## src/rtl/vram_arbiter.sv

```systemverilog
// vram_arbiter: shares one single-port synchronous VRAM between video fetch,
// the HPS download path and the game CPU (priority video > download > CPU).
// Video sees a fixed 2-cycle read latency; the CPU is stalled via req/ack.
// Optional grant/wait statistics are compiled in with `define VRAM_ARB_STATS_EN.
module vram_arbiter #(
    parameter int AW         = 11,
    parameter int DW         = 8,
    parameter int STARVE_LIM = 64
) (
    input  logic          clk,
    input  logic          reset_n,
    input  logic          vid_req,
    input  logic [AW-1:0] vid_addr,
    output logic [DW-1:0] vid_data,
    output logic          vid_valid,
    input  logic          cpu_req,
    input  logic          cpu_we,
    input  logic [AW-1:0] cpu_addr,
    input  logic [DW-1:0] cpu_wdata,
    output logic [DW-1:0] cpu_rdata,
    output logic          cpu_ack,
    input  logic          dl_active,
    input  logic          dl_wr,
    input  logic [AW-1:0] dl_addr,
    input  logic [DW-1:0] dl_data,
    output logic          dl_busy,
    output logic [AW-1:0] ram_addr,
    output logic          ram_we,
    output logic [DW-1:0] ram_wdata,
    input  logic [DW-1:0] ram_rdata,
`ifdef VRAM_ARB_STATS_EN
    output logic [15:0]   stat_vid_cnt,
    output logic [15:0]   stat_cpu_cnt,
    output logic [15:0]   stat_dl_cnt,
    output logic [7:0]    stat_max_wait,
`endif
    output logic          cpu_starve
);

    typedef enum logic [1:0] {C_IDLE, C_ISSUED, C_ACK, C_HOLD} cstate_t;

    localparam logic [7:0] LP_LIM = 8'(STARVE_LIM);

    cstate_t       r_cst, w_cst_nxt;
    logic [7:0]    r_wait, w_wait_nxt;
    logic          r_starve;
    logic          r_cpu_we;
    logic          r_cpu_ack;
    logic [DW-1:0] r_cpu_rdata;
    logic [1:0]    r_vld_pipe;
    logic          r_dl_busy;
    logic [AW-1:0] r_dl_addr;
    logic [DW-1:0] r_dl_data;
    logic [AW-1:0] r_ram_addr;
    logic          r_ram_we;
    logic [DW-1:0] r_ram_wdata;

    logic w_vid_gnt, w_dl_gnt, w_cpu_gnt, w_dl_load;

    // Video always wins; the buffered download write fills the next video gap;
    // the CPU only gets truly idle cycles and never while a download runs.
    assign w_vid_gnt = vid_req;
    assign w_dl_gnt  = r_dl_busy & ~vid_req;
    assign w_cpu_gnt = (r_cst == C_IDLE) & cpu_req & ~vid_req & ~r_dl_busy & ~dl_active;
    // A strobe while the buffer is full is a loader protocol error and is dropped.
    assign w_dl_load = dl_wr & dl_active & ~r_dl_busy;

    assign ram_addr   = r_ram_addr;
    assign ram_we     = r_ram_we;
    assign ram_wdata  = r_ram_wdata;
    assign vid_valid  = r_vld_pipe[1];
    // RAM output register supplies the data; gating keeps it 0 outside a strobe.
    assign vid_data   = r_vld_pipe[1] ? ram_rdata : '0;
    assign cpu_ack    = r_cpu_ack;
    assign cpu_rdata  = r_cpu_rdata;
    assign dl_busy    = r_dl_busy;
    assign cpu_starve = r_starve;

    // CPU FSM next state and wait-counter update
    always_comb begin
        w_cst_nxt  = r_cst;
        w_wait_nxt = r_wait;
        case (r_cst)
            C_IDLE: begin
                if (w_cpu_gnt) begin
                    w_cst_nxt  = C_ISSUED;
                    w_wait_nxt = '0;
                end else if (cpu_req && r_wait != 8'hFF) begin
                    w_wait_nxt = r_wait + 8'd1;
                end
            end
            C_ISSUED: w_cst_nxt = C_ACK;
            C_ACK:    w_cst_nxt = C_HOLD;
            // Requester must drop req before another access can issue.
            C_HOLD:   if (!cpu_req) w_cst_nxt = C_IDLE;
            default:  w_cst_nxt = C_IDLE;
        endcase
    end

    // CPU FSM state, wait counter, sticky starvation flag and ack/rdata registers
    always_ff @(posedge clk or negedge reset_n) begin
        if (!reset_n) begin
            r_cst       <= C_IDLE;
            r_wait      <= '0;
            r_starve    <= 1'b0;
            r_cpu_we    <= 1'b0;
            r_cpu_ack   <= 1'b0;
            r_cpu_rdata <= '0;
        end else begin
            r_cst     <= w_cst_nxt;
            r_wait    <= w_wait_nxt;
            r_cpu_ack <= (r_cst == C_ACK);
            if (w_wait_nxt >= LP_LIM) r_starve <= 1'b1;
            if (w_cpu_gnt) r_cpu_we <= cpu_we;
            // RAM data for the issued access is on ram_rdata during C_ACK.
            if (r_cst == C_ACK && !r_cpu_we) r_cpu_rdata <= ram_rdata;
        end
    end

    // One-entry download buffer
    always_ff @(posedge clk or negedge reset_n) begin
        if (!reset_n) begin
            r_dl_busy <= 1'b0;
            r_dl_addr <= '0;
            r_dl_data <= '0;
        end else if (w_dl_load) begin
            r_dl_busy <= 1'b1;
            r_dl_addr <= dl_addr;
            r_dl_data <= dl_data;
        end else if (w_dl_gnt) begin
            r_dl_busy <= 1'b0;
        end
    end

    // Register the winning request onto the RAM port; address holds when idle
    always_ff @(posedge clk or negedge reset_n) begin
        if (!reset_n) begin
            r_ram_addr  <= '0;
            r_ram_we    <= 1'b0;
            r_ram_wdata <= '0;
        end else if (w_vid_gnt) begin
            r_ram_addr <= vid_addr;
            r_ram_we   <= 1'b0;
        end else if (w_dl_gnt) begin
            r_ram_addr  <= r_dl_addr;
            r_ram_we    <= 1'b1;
            r_ram_wdata <= r_dl_data;
        end else if (w_cpu_gnt) begin
            r_ram_addr  <= cpu_addr;
            r_ram_we    <= cpu_we;
            r_ram_wdata <= cpu_wdata;
        end else begin
            r_ram_we <= 1'b0;
        end
    end

    // Video valid shift register: request at T -> strobe at T+2
    always_ff @(posedge clk or negedge reset_n) begin
        if (!reset_n) r_vld_pipe <= '0;
        else          r_vld_pipe <= {r_vld_pipe[0], vid_req};
    end

`ifdef VRAM_ARB_STATS_EN
    logic [15:0] r_stat_vid, r_stat_cpu, r_stat_dl;
    logic [7:0]  r_stat_max;

    assign stat_vid_cnt  = r_stat_vid;
    assign stat_cpu_cnt  = r_stat_cpu;
    assign stat_dl_cnt   = r_stat_dl;
    assign stat_max_wait = r_stat_max;

    // Saturating per-requester grant counters and peak CPU wait
    always_ff @(posedge clk or negedge reset_n) begin
        if (!reset_n) begin
            r_stat_vid <= '0;
            r_stat_cpu <= '0;
            r_stat_dl  <= '0;
            r_stat_max <= '0;
        end else begin
            if (w_vid_gnt && r_stat_vid != 16'hFFFF) r_stat_vid <= r_stat_vid + 16'd1;
            if (w_cpu_gnt && r_stat_cpu != 16'hFFFF) r_stat_cpu <= r_stat_cpu + 16'd1;
            if (w_dl_gnt  && r_stat_dl  != 16'hFFFF) r_stat_dl  <= r_stat_dl  + 16'd1;
            if (w_wait_nxt > r_stat_max) r_stat_max <= w_wait_nxt;
        end
    end
`endif

endmodule

```

## config.mk

```make
export PLATFORM = sky130hd
export DESIGN_NAME = vram_arbiter
export DESIGN_NICKNAME = d
export VERILOG_FILES = /design/src/rtl/vram_arbiter.sv
export SDC_FILE = /design/constraint.sdc
export NUM_CORES = 1
export LEC_CHECK = 0
export ABC_AREA = 0
export CORE_UTILIZATION = 45
export CTS_CLUSTER_DIAMETER = 40
export DETAILED_ROUTE_END_ITERATION = 7
export GPL_ROUTABILITY_DRIVEN = 0
export MAX_ROUTING_LAYER = met4
export PLACE_DENSITY = 0.89
export SYNTH_ARGS = -nofsm -noshare
export SYNTH_HDL_FRONTEND = slang
export SYNTH_SLANG_ARGS = --single-unit
```

## constraint.sdc

```tcl
create_clock -name clk -period 2.75 [get_ports clk]
set_input_delay 0.55 -clock clk [delete_from_list [all_inputs] [get_ports clk]]
set_output_delay 0.55 -clock clk [all_outputs]
set_load 0.03 [all_outputs]
```

Yosys cells after proc, flatten, opt, wreduce, memory -nomap -nowiden
Cells that the tools add are included.
- flip-flop bits (word level): 63
- input port bits: 64
- add/sub/neg operators: 1
- magnitude comparators: 1
- equal/unequal tests: 6
- muxes and demuxes: 17
- bitwise operators: 10
- reductions and logical operators: 9
- operators with widths (kind ; number):
    2-to-1 mux 8 bit ; 6
    2-to-1 mux 11 bit ; 3
    adder 8 x 1 -> 8 bit (second input constant) ; 1
    greater-or-equal comparator 8 x 7 -> 1 bit (second input constant) ; 1
    inequality test 8 bit (second input constant) ; 1
    case mux 2 bit (4 select lines) ; 1
    AND 1 bit ; 7
    2-to-1 mux 1 bit ; 5
    == test 2 bit (second input constant) ; 2
    2-to-1 mux 2 bit ; 2
    inequality test 2 bit (second input constant) ; 2
    AND reduction 2 bit ; 2
    nonzero test 2 bit ; 2
    inverter 1 bit ; 3
    nonzero test 3 bit ; 1
    == test 2 x 1 -> 1 bit (second input constant) ; 1
    logical AND 1 bit ; 2
    zero test 2 bit ; 1
    zero test 1 bit ; 1

Longest topological paths before layout
Gate-level depths: netlist (run 1).
- depth in word-level cells: 8
- mapped depth: 7
- gate-level depth less buffers: 6

Worst setup path before layout (run 1)
OpenSTA, ideal clock, no wires.
- path kind: input port to flip-flop
- start: in vid_req
- end: reg r_starve (netlist: cpu_starve)
- arrival: 2026 ps
- data required time: 2619 ps
- path slack: 593 ps
- stages: 6
- buffers on the path: 2
- path through: buf_6 -> or4b_4 -> and2_4 -> buf_6 -> o2111a_1 -> or3_1
- word-level cells in the longest chain between the ends: 7
- ends and longest elaborated chain (item ; line ; source):
    start, declared ; 12 ; input logic vid_req,
    inverter 1 bit (no source line) ; - ;
    AND 1 bit (3 in series) ; 64 ; assign w_cpu_gnt = (r_cst == C_IDLE) & cpu_req & ~vid_req & ~r_dl_busy & ~dl_active;
    2-to-1 mux 8 bit ; 85 ; if (w_cpu_gnt) begin
    2-to-1 mux 8 bit ; 83 ; case (r_cst)
    named net w_wait_nxt[6] ; 45 ; logic [7:0] r_wait, w_wait_nxt;
    greater-or-equal comparator 8 x 7 -> 1 bit ; 113 ; if (w_wait_nxt >= LP_LIM) r_starve <= 1'b1;
    end signal, assigned ; 105 ; r_starve <= 1'b0;
    end signal, assigned ; 113 ;
    end, declared ; 46 ; logic r_starve;
The timed path passes the listed nets, and every way through them passes these cells.
A chain may end at the register's enable or synchronous reset.

Final worst setup path (run 1)
- start: in ram_rdata[4]
- end: out vid_data[4]
- word-level cells in the longest chain between the ends: 1
- ends and longest elaborated chain (item ; line ; source):
    start, declared ; 30 ; input logic [DW-1:0] ram_rdata,
    2-to-1 mux 8 bit ; 73 ; assign vid_data = r_vld_pipe[1] ? ram_rdata : '0;
    end, declared ; 14 ; output logic [DW-1:0] vid_data,
Every way passes these cells.

==> results.ini, run 1 <==
[synthesis]
yosysMostFrequentCell=dfrtp_1
synth_warnings=0
synth_top_area_share_pct=54.0
synth_edf_count=0
synthTopCellsByCount=63 x dfrtp_1, 32 x a21oi_1, 28 x mux2_2, 21 x nand2_1, 20 x mux2i_1
yosys-top-cells-area=dfrtp_1 54%, mux2_2 11%, mux2i_1 6.9%
synthCells=257
async_reset_ff_share_pct=100
yosysSeqAreaShare_pct=54.0
avgSynthCellArea_sq_um=11.4
yosysTopAreaCell=dfrtp_1
ys.flop_type=dfrtp_1
ys_ff_latch=63
synth.distinct_cells=34
syn-cell-area_sq_um=2920
synth.net_count=326

[timing]
max_freq_ghz=0.421
worst_slew_pin_slew_ps=715
rsz0062_at_grt=no
setup_tns_ps=0
setup_viol=0
relSlewSlack_pct=52.4
period_needed_ps=2380
fin_skew_ps=5.95
slew_viol_final=0
finalHoldViolCount=0
period_share_pct=86.4

[global_route]
antenna_found_initial=0
grt_max_degree=35
grt_pass1_wl_microns=11400
grt.total_usage_pct=23.3
grt_overflow=0
grt_pass1_vias=2438

[die]
ioPinCount=104
std_cell_rows=28
start_util_pct=47.9
die_h_microns=82.5
die_area_sq_um=6810
die_w_microns=82.5
core_area_sq_um=6100

[pwr]
power.switching_mw=1.25
power_mw=3.65
p_seq_share_pct=37.0
switching_share_pct=34.2
internal_power_mw=2.40
ir_drop_uv=689
p_per_area_nw_per_um2=855
leakagePower_nw=1.81
clockPowerShare_pct=25.2
p_comb_share_pct=37.8

[routing]
viasPerCell=5.50
vias=2435
drc_errors=0
ant_nets=0
wl_per_cell_microns=16.2
drtPass1Iterations=4
drtIter0Drc=89
wl_microns=7190

[clock_tree]
cts.sinks=63
post_cts_buffers=0
cts_root_buffer=clkbuf_8
cts.clk_slew.worst_paths_ps=70
clock_latency_ps=340
cts_made_buffers=9
clk_path_buf_depth=2
cts_tree=built
cts_resized=0
htreeDepth=3
holdBufCountCts=0

[min_path]
hold_class=in2async

[setup_path]
startpoint_type=input port
slowest_delay_ps=660
regToRegStartpoint=dl_busy
cp_common_cell=clkdlybuf4s50_1
r2r_slack_ps=730
path_max_fanout=2
r2r_cells=4
crit_chain=clkdlybuf4s50_1, and2_1, clkdlybuf4s50_1
crit_arrival_ps=1830
path_class=in2out
slowest_stage=clkdlybuf4s50_1
worstPathRequired_ps=2200
cp-end-kind=output pin
worstReg2RegEnd=r_cst[1]

[cells_and_area]
area_growth_pct=46.1
final_nets=432
drive_gt1_share_pct=14.9
stdcell_area_sq_um=4260
antenna_cells=0

[placed_design]
dp_hpwl_microns=5180
dpl_cell_area_sq_um=4030
io_buffers=103

[job]
drv_cap=0

[run_status]
status=finished, final reports clean

[worst max-delay path by stage]
| stage | depth (start not counted) | to | from |
|---|---|---|---|
| floorplan | 6 | cpu_starve | vid_req |
| global placement | 5 | cpu_starve | cpu_req |
| detailed placement | 6 | cpu_starve | vid_req |
| CTS | 3 | vid_data[4] | ram_rdata[4] |
| global route | 3 | vid_data[0] | ram_rdata[0] |
| finish | 3 | vid_data[4] | ram_rdata[4] |
[registers in the layout, indices dropped and copies added (netlist names), named ones only]
signal	cells
cpu_ack	1
cpu_rdata	8
cpu_starve	1
dl_busy	1
r_cpu_we	1
r_cst	2
r_dl_addr	11
r_dl_data	8
r_vld_pipe	2
r_wait	2
ram_addr	11
ram_wdata	8
ram_we	1
[cell usage in the layout (no fill, tap or decap), types with 2 or more instances in the layout]
cell | synthesis | final
clkdlybuf4s50_1 | 0 | 102
dfrtp_1 | 63 | 63
a21oi_1 | 32 | 32
mux2_2 | 28 | 28
nand2_1 | 21 | 21
mux2i_1 | 20 | 20
o21ai_0 | 14 | 14
clkbuf_8 | 0 | 11
nor2_1 | 10 | 10
and2_1 | 9 | 9
nand3_1 | 6 | 6
buf_4 | 0 | 6
ha_1 | 5 | 5
inv_1 | 3 | 3
nand4_1 | 3 | 3
nand2b_1 | 3 | 3
o211ai_1 | 3 | 3
nand3b_1 | 2 | 2
or3_1 | 2 | 2
and4_1 | 2 | 2
or4_1 | 2 | 2
clkinvlp_4 | 0 | 2
bufinv_16 | 0 | 2
[area by class of cell]
class / count / area [sq um]
clock buffer: 11 / 151
clock inverter: 5 / 80.1
fill: 457 / 1830
inverter: 3 / 11.3
multi-input combinational: 176 / 1260
sequential: 63 / 1580
tap: 75 / 93.8
timing repair buffer: 110 / 1090
[critical path: cells and delay by family]
kind	cells	cell delay (ps)
buffers and inverters	2	1140
AND/OR/NAND/NOR	1	140
[routing by layer]
| metal | share of wire (%) | routed length, microns | GRT usage, % |
|---|---|---|---|
| met5 | 0 | 0 | - |
| met4 | 2.5 | 180 | 9.83 |
| met3 | 6.9 | 496 | 5.05 |
| met2 | 50 | 3620 | 39.3 |
| met1 | 40 | 2900 | 27.0 |
[kinds of logic (layout without fill, tap and decap cells)]
kind of cell | Yosys count | in the layout | share of synthesized area, %
flops | 63 | 63 | 54.0
fa+ha+maj | 5 | 5 | 2.14
simple gates | 65 | 65 | 11.9
compound gates | 57 | 57 | 11.1
mux | 49 | 49 | 18.0
buf+inv | 18 | 129 | 2.83
[power groups by stage]
stage | logic [mW] | clock network, mW | registers [mW]
2_1_floorplan | 0.571 | 0 | 1.61
3_3_place_gp | 1.33 | 0 | 1.35
3_5_place_dp | 1.37 | 0 | 1.36
4_1_cts | 1.39 | 0.928 | 1.35
5_1_grt | 1.49 | 0.971 | 1.38
6_report | 1.38 | 0.918 | 1.35
[through the flow]
| stage | cells | hold WS (ps) | worst slack, ps | util (%) |
|---|---|---|---|---|
| after global placement | 427 | 333 | 292 | 66.2 |
| after detailed placement | 427 | 336 | 266 | 66.2 |
| after global routing | 443 | 305 | 319 | 70.0 |
| after CTS | 443 | 274 | 367 | 70.0 |
| final | 443 | 257 | 373 | 70.0 |
| after floorplan | 257 | 254 | 593 | - |
No activity file was read; power rests on OpenSTA's default activity.
==> inputs of run 2 (changes only) <==
--- a/config.mk
+++ b/config.mk
@@ -6,12 +6,12 @@
 export NUM_CORES = 1
 export LEC_CHECK = 0
 export ABC_AREA = 0
-export CORE_UTILIZATION = 45
+export CORE_UTILIZATION = 40
 export CTS_CLUSTER_DIAMETER = 40
 export DETAILED_ROUTE_END_ITERATION = 7
 export GPL_ROUTABILITY_DRIVEN = 0
 export MAX_ROUTING_LAYER = met4
-export PLACE_DENSITY = 0.89
+export PLACE_DENSITY = 0.82
 export SYNTH_ARGS = -nofsm -noshare
 export SYNTH_HDL_FRONTEND = slang
 export SYNTH_SLANG_ARGS = --single-unit
==> run 2 against run 1 <==
- utilization decreased by 8.9 points
- via count decreased by 3.3%
- worst hold slack got worse by 35 ps
- die area increased by 12%
- flip-flop and latch count unchanged
- wire length decreased by 4.8%
- critical path depth unchanged
- global-route usage decreased by 3.2 points
- register-to-register slack got worse by 60 ps
- clock power decreased by 25%
- sequential power about the same
- clock skew increased by 1.4 ps
- largest cell class unchanged
- highest routed layer unchanged
==> results.ini, run 2 (synthesized netlist as in run 1, its figures left out) <==
[run_status]
status=finished, final reports clean

[pwr]
ir_drop_uv=326  ; -53%
clockPowerShare_pct=20.2  ; -5.0 points
switching_share_pct=35.0  ; +0.71 points
p_comb_share_pct=40.2  ; +2.4 points
leakagePower_nw=1.78  ; -1.7%
p_per_area_nw_per_um2=803  ; -6.1%
internal_power_mw=2.20  ; -8.2%
p_seq_share_pct=39.6  ; +2.6 points
power.switching_mw=1.18  ; -5.3%
power_mw=3.38  ; -7.2%

[setup_path]
startpoint_type=input port
path_max_fanout=2  ; unchanged
worstPathRequired_ps=2200  ; about the same
path_class=in2out
crit_arrival_ps=1830  ; about the same
cp-end-kind=output pin

[timing]
rsz0062_at_grt=no
fin_skew_ps=7.35  ; +1.41 ps
worst_slack_ps=371  ; -2.03 ps
worst_slew_pin_slew_ps=604  ; -110 ps
period_share_pct=86.5  ; about the same
period_needed_ps=2380  ; +2.03 ps
slew_viol_final=0  ; unchanged
setup_tns_ps=0  ; unchanged
finalHoldViolCount=0  ; unchanged
relSlewSlack_pct=59.7  ; +7.4 points
max_freq_ghz=0.420  ; about the same
setup_viol=0  ; unchanged
whs_ps=222  ; -35.0 ps

[placed_design]
dp_hpwl_microns=4880  ; -5.8%
place_inst=447  ; +4.7%
dpl_cell_area_sq_um=4050  ; +0.47%
place_ws_ps=132  ; -134 ps
io_buffers=103  ; unchanged

[cells_and_area]
layout_commonest_cell=clkdlybuf4s50_1
antenna_cells=0  ; unchanged
final_cell_mix=102 x clkdlybuf4s50_1, 63 x dfrtp_1, 32 x a21oi_1, 28 x mux2_2, 21 x nand2_1
fillers=616  ; +35%
final_nets=431  ; -0.23%
final_cell_count_no_fill=461  ; +4.1%
fin_util_pct=61.0  ; -8.9 points
drive_gt1_share_pct=13.7  ; -1.2 points
stdcell_area_sq_um=4220  ; -1.1%
area_growth_pct=44.4

[global_route]
grt.total_usage_pct=20.1  ; -3.2 points
grt_pass1_vias=2423  ; -0.62%
grt_overflow=0  ; unchanged
antenna_found_initial=0  ; unchanged
grt_max_degree=39  ; +11%
grt_pass1_wl_microns=11200  ; -1.2%

[routing]
vias=2355  ; -3.3%
wl_microns=6850  ; -4.8%
wl_per_cell_microns=14.9  ; -8.5%
drc_errors=0  ; unchanged
drtPass1Iterations=4  ; unchanged
viasPerCell=5.11  ; -7.1%
ant_nets=0  ; unchanged
drtIter0Drc=119  ; +34%

[die]
die_h_microns=87.4  ; +5.9%
std_cell_rows=30  ; +7.1%
start_util_pct=42.3  ; -5.6 points
core_area_sq_um=6910  ; +13%
die_area_sq_um=7640  ; +12%
ioPinCount=104  ; unchanged
die_w_microns=87.4  ; +5.9%

[job]
drv_cap=0  ; unchanged

[clock_tree]
clk_path_buf_depth=2  ; unchanged
holdBufCountCts=0  ; unchanged
cts_root_buffer=clkbuf_8
cts.sinks=63  ; unchanged
cts_made_buffers=9  ; unchanged
htreeDepth=3  ; unchanged
cts_tree=built
clock_latency_ps=330  ; about the same
cts.clk_slew.worst_paths_ps=60  ; about the same
post_cts_buffers=0  ; unchanged
cts_resized=0  ; unchanged

[min_path]
hold_class=in2async

[run 2: cell types whose count changed in the layout (fill, tap and decap cells not counted), sizes merged]
cell      delta
buf          -1
bufinv       -2
clkbuf       +2
clkinvlp     -2
[run 2: worst paths after layout]
check	cells past startpoint	start	slack [ps]	end
min reg2reg	0	r_vld_pipe[0]	360	r_vld_pipe[1]
min	1	reset_n	220	ram_wdata[2]
max reg2reg	5	dl_busy	670	r_dl_addr[6]
max in group asynchronous	2	reset_n	1900	r_dl_addr[0]
max	3	ram_rdata[6]	370	vid_data[6]
min in group clk	0	r_vld_pipe[0]	360	r_vld_pipe[1]
[run 2: worst max-delay path, stage by stage]
cell and delay, ps:
clkdlybuf4s50_1 470, and2_1 130, clkdlybuf4s50_1 680
[run 2: layout make-up]
type | count | area (sq um) | area share [%]
repair buffers | 109 | 1080 | 25.7
well taps | 96 | 120 | 2.85
clock inverters | 1 | 5.00 | 0.119
multi-input cells | 176 | 1260 | 29.9
clock buffers | 13 | 159 | 3.77
flip-flops and latches | 63 | 1580 | 37.4
inverters | 3 | 11.3 | 0.267
[run 2: routing by layer]
| layer | up-vias | wire [microns] | track usage [%] |
|---|---|---|---|
| met5 | - | 0 | - |
| met4 | 0 | 102 | 7.60 |
| met3 | 9 | 382 | 4.74 |
| met2 | 73 | 3440 | 31.8 |
| met1 | 1149 | 2920 | 25.0 |
| li1 | 1124 | - | - |
[run 2: power by group through the flow]
| stage | combinational, mW | sequential, mW | clock [mW] |
|---|---|---|---|
| after global placement | 1.34 | 1.34 | 0 |
| after CTS | 1.38 | 1.34 | 0.709 |
| final | 1.36 | 1.34 | 0.684 |
| after floorplan | 0.571 | 1.61 | 0 |
| after global routing | 1.47 | 1.37 | 0.754 |
| after detailed placement | 1.37 | 1.35 | 0 |
